[src/rtl/my_down_timer_163.sv]
// Synchronous presettable down-counter with terminal-count flags, optional
// auto-reload from the last preset and optional BCD (decade) wrap.
module my_down_timer_163 #(
  parameter int WIDTH       = 4,
  parameter int AUTO_RELOAD = 0,
  parameter int DECADE      = 0
) (
  input  logic             CLK,
  input  logic             CLR,
  input  logic [WIDTH-1:0] D,
  input  logic             LDN,
  input  logic             ENP,
  input  logic             ENT,
  output logic [WIDTH-1:0] Q,
  output logic             BON,
  output logic             ZERO,
  output logic             DONE,
  output logic [WIDTH-1:0] RLD
);

  localparam logic [WIDTH-1:0] WRAP_VAL = (DECADE != 0) ? WIDTH'(9) : {WIDTH{1'b1}};

  logic [WIDTH-1:0] q_nxt;
  logic [WIDTH-1:0] rld_nxt;
  logic             done_nxt;

  // Priority below CLR: load, then count, then hold.
  always_comb begin
    // NOTE: every output gets a default first so no path leaves it unassigned (no latch).
    q_nxt    = Q;
    rld_nxt  = RLD;
    done_nxt = 1'b0;
    if (!LDN) begin
      q_nxt   = D;
      rld_nxt = D;
    end else if (ENP && ENT) begin
      if (Q != '0) begin
        q_nxt    = Q - WIDTH'(1);
        done_nxt = (Q == WIDTH'(1));
      end else if (AUTO_RELOAD != 0) begin
        q_nxt = RLD;
      end else begin
        q_nxt = WRAP_VAL;
      end
    end
  end

  always_ff @(posedge CLK) begin
    // NOTE: non-blocking assignments so all registers update from pre-edge values.
    if (CLR) begin
      Q    <= '0;
      RLD  <= '0;
      DONE <= 1'b0;
    end else begin
      Q    <= q_nxt;
      RLD  <= rld_nxt;
      DONE <= done_nxt;
    end
  end

  assign ZERO = (Q == '0);
  assign BON  = ~(ZERO & ENT);

endmodule

[config.mk]
export PLATFORM = sky130hd
export DESIGN_NAME = my_down_timer_163
export DESIGN_NICKNAME = d
export VERILOG_FILES = /design/src/rtl/my_down_timer_163.sv
export SDC_FILE = /design/constraint.sdc
export NUM_CORES = 1
export LEC_CHECK = 0
export ABC_AREA = 1
export ABC_CLOCK_PERIOD_IN_PS = 1650
export BUFFER_PORTS_ARGS = -buffer_cell sky130_fd_sc_hd__buf_2
export CORE_AREA = 5 5 42 44
export CTS_CLUSTER_SIZE = 30
export DETAILED_ROUTE_END_ITERATION = 8
export DIE_AREA = 0 0 47 49
export SLEW_MARGIN = 20
export SYNTH_ARGS = -nofsm -noshare
export SYNTH_HDL_FRONTEND = slang
export SYNTH_SLANG_ARGS = --single-unit
[constraint.sdc]
create_clock -name CLK -period 1.65 [get_ports CLK]
set_clock_uncertainty 0.15 [all_clocks]
set_input_delay 0.0825 -clock CLK [delete_from_list [all_inputs] [get_ports CLK]]
set_output_delay 0.0825 -clock CLK [all_outputs]
set_load 0.02 [all_outputs]
==> results.json <==
{
  "rows": 14,
  "io_buffers": 19,
  "fin_crit_ns": 1.567,
  "ys_top_cells_by_area": "dfxtp_1 44%, nand2_1 15%, a21oi_1 8.5%, ha_1 6.1%, nand3_1 6.1%",
  "die_w_microns": 47,
  "final_util_pct": 45.98,
  "drive_above_1_share_pct": 32.95,
  "wirelength_microns": 1147,
  "ioPinCount": 20,
  "power_leakage_uw": 0.0003211,
  "hp-start": "ENP",
  "die_h_microns": 49,
  "critPathMaxFanout": 7,
  "hold_viol_final": 0,
  "holdWs_ns": 0.07829,
  "drtIter0Drc": 24,
  "final_cells": 104,
  "gr-usage-met1_pct": 13.66,
  "hold-path-endpoint": "DONE",
  "vias": 487,
  "ys_types": 13,
  "clock-sinks": 9,
  "tns_ns": 0,
  "fin_crit_sh_pct": 94.99,
  "synthCells": 57,
  "post_drt_wl_per_cell_microns": 11.03,
  "overflow": 0,
  "synth_top_area_share_pct": 43.64,
  "worstPathCellList": "dlygate4sd3_1 > buf_2 > inv_4 > nand2_1 > a21oi_1 > dlygate4sd3_1",
  "synth_nets": 68,
  "clock.fmax_ghz": 0.6380,
  "worst_setup_path_start_kind": "primary input",
  "syn2layout_area_growth_pct": 56.06,
  "worstReg2RegStart": "Q[0]",
  "h-tree-depth": 1,
  "cts_made_buffers": 3,
  "syn_avg_cell_area_sq_um": 7.244,
  "netlist_area_sq_um": 412.9,
  "track_usage_pct": 11.49,
  "post-cts-setup-buffer-count": 0,
  "dpl-instance-area_sq_um": 533.0,
  "worst-path-buf-inv": 4,
  "clk_latency_ns": 0.26,
  "yosys.area.top_type": "dfxtp_1",
  "arrival_ns": 1.63,
  "cp_slowest_stage_delay_ns": 0.56,
  "routabilityCongestion": 0.7248,
  "slew_viol_final": 0,
  "start_util_pct": 29.46,
  "ys_seq_elements": 9,
  "cp_top_family": "buffers and inverters",
  "required_ns": 1.71,
  "die-area_sq_um": 2303,
  "final_area_sq_um": 644.4,
  "crit_top_cell": "dlygate4sd3_1",
  "grt_first_pass_wirelength_microns": 1904,
  "cts-root-buf": "clkbuf_4",
  "path_clk_slew_ns": 0.06,
  "cp.depth": 6,
  "routed_via_density": 4.683,
  "min_path_type": "primary input to register",
  "postRouteAntennaNets": 0,
  "cp-end-kind": "register",
  "crit_type": "primary input to register",
  "nets": 100,
  "diodes": 0,
  "grt_max_degree": 8,
  "first_pass_iters": 4,
  "drv_cap": 0,
  "cts_tree": "yes",
  "gr-usage-met2_pct": 16.97,
  "antenna_found_initial": 0,
  "status": "completed",
  "hold_depth": 5,
  "dp_hpwl_microns": 828.2,
  "drc": 0,
  "grt_use_met3_pct": 2.952,
  "r2r_slack_ns": 0.34,
  "placed_cells_incl_taps": 92,
  "core-area_sq_um": 1401,
  "rsz0062_at_grt": "yes",
  "p_per_area_nw_per_um2": 858.3,
  "cp_slowest_cell": "dlygate4sd3_1",
  "tightestPinTransition_ns": 0.1694,
  "slew_headroom_pct": 88.59,
  "worstRegToRegCells": 5,
  "top_usage_layer": "met2",
  "ys_seq_area_share_pct": 43.64,
  "r2r_end": "Q[1]",
  "ir_worst_vdd_v": 0.0004196,
  "finalSetupViolCount": 0,
  "yosysWarnings": 0,
  "first_global_vias": 460,
  "clockBufferDepth": 2
}
==> power by group <==
part	switching (uW)	internal, uW	total, uW
Combinational	79.2	54.7	134
Clock	84.6	93.6	178
Sequential	10.7	230	241
==> worst max-delay path by stage <==
stage | from | to | slack [ns]
floorplan | Q[0] | BON | 0.11
global placement | Q[0] | Q[1] | 0.35
detailed placement | Q[0] | Q[1] | 0.31
CTS | Q[0] | BON | 0.03
global route | Q[0] | BON | -0.02
finish | LDN | RLD[1] | 0.08
==> cells in the final DEF, fill, tap and decap left out, types with 2 or more instances in the layout <==
| cell | synthesis | routed |
|---|---|---|
| dlygate4sd3_1 | 0 | 8 |
| a31oi_1 | 2 | 2 |
| a21oi_1 | 7 | 7 |
| nor2_1 | 2 | 2 |
| dfxtp_1 | 9 | 9 |
| inv_2 | 1 | 2 |
| inv_1 | 6 | 4 |
| nand2_1 | 17 | 17 |
| nand3_1 | 5 | 5 |
| buf_2 | 0 | 19 |
| clkbuf_4 | 0 | 3 |
| o21ai_0 | 3 | 3 |
==> per-stage QoR <==
| stage | power, uW | setup WS [ns] |
|---|---|---|
| after global routing | 585.7 | -0.01871 |
| after CTS | 554.4 | 0.02913 |
| after global placement | 361.1 | 0.3464 |
| after floorplan | 318.6 | 0.1145 |
| final | 553.1 | 0.08267 |
| after detailed placement | 362.5 | 0.3081 |
==> synth_stat cells <==
master    n
nand2_1  17
dfxtp_1   9
a21oi_1   7
inv_1     6
nand3_1   5
o21ai_0   3
a31oi_1   2
ha_1      2
nor2_1    2
inv_2     1
nand2_2   1
nor2_4    1
nor3_1    1
==> registers in the layout, summed over array words and instances, names as in the netlist <==
name  count
DONE      1
Q         4
RLD       4
==> kinds of logic after synthesis <==
| family | share of synthesized area [%] |
|---|---|
| flip-flops | 43.64 |
| AO/OA/AOI/OAI | 15.15 |
| adder cells (fa/ha/maj) | 6.060 |
| buffers and inverters | 6.362 |
| AND/OR/NAND/NOR | 28.79 |
==> what timing repair did <==
item / 4_1_cts / 5_1_grt
endpoints found under the setup margin: 0 / 5
hold buffers: 8 / 0
endpoints found under the hold margin: 7 / 0
gates resized for setup: 0 / 4
==> cell type report <==
type / count / area (sq um)
inverters: 7 / 28.78
repair buffers: 27 / 175.2
clock buffers: 4 / 26.28
well taps: 16 / 20.02
fillers: 151 / 757.0
flip-flops and latches: 9 / 180.2
multi-input cells: 41 / 214.0
==> worst register-to-register path, stage by stage (launching register included) <==
cell	delay [ns]
dfxtp_1	0.40
inv_2	0.08
ha_2	0.31
o21ai_0	0.08
o21ai_0	0.14
a21oi_1	0.05
==> per-layer routing <==
layer	up-vias	part of all wire, %	routed length (microns)
met5	-	0	0
met4	0	3.3	38
met3	5	7.6	87
met2	20	48	546
met1	212	41	474
li1	250	-	-
Note: power is estimated with default switching activity, not from simulation.
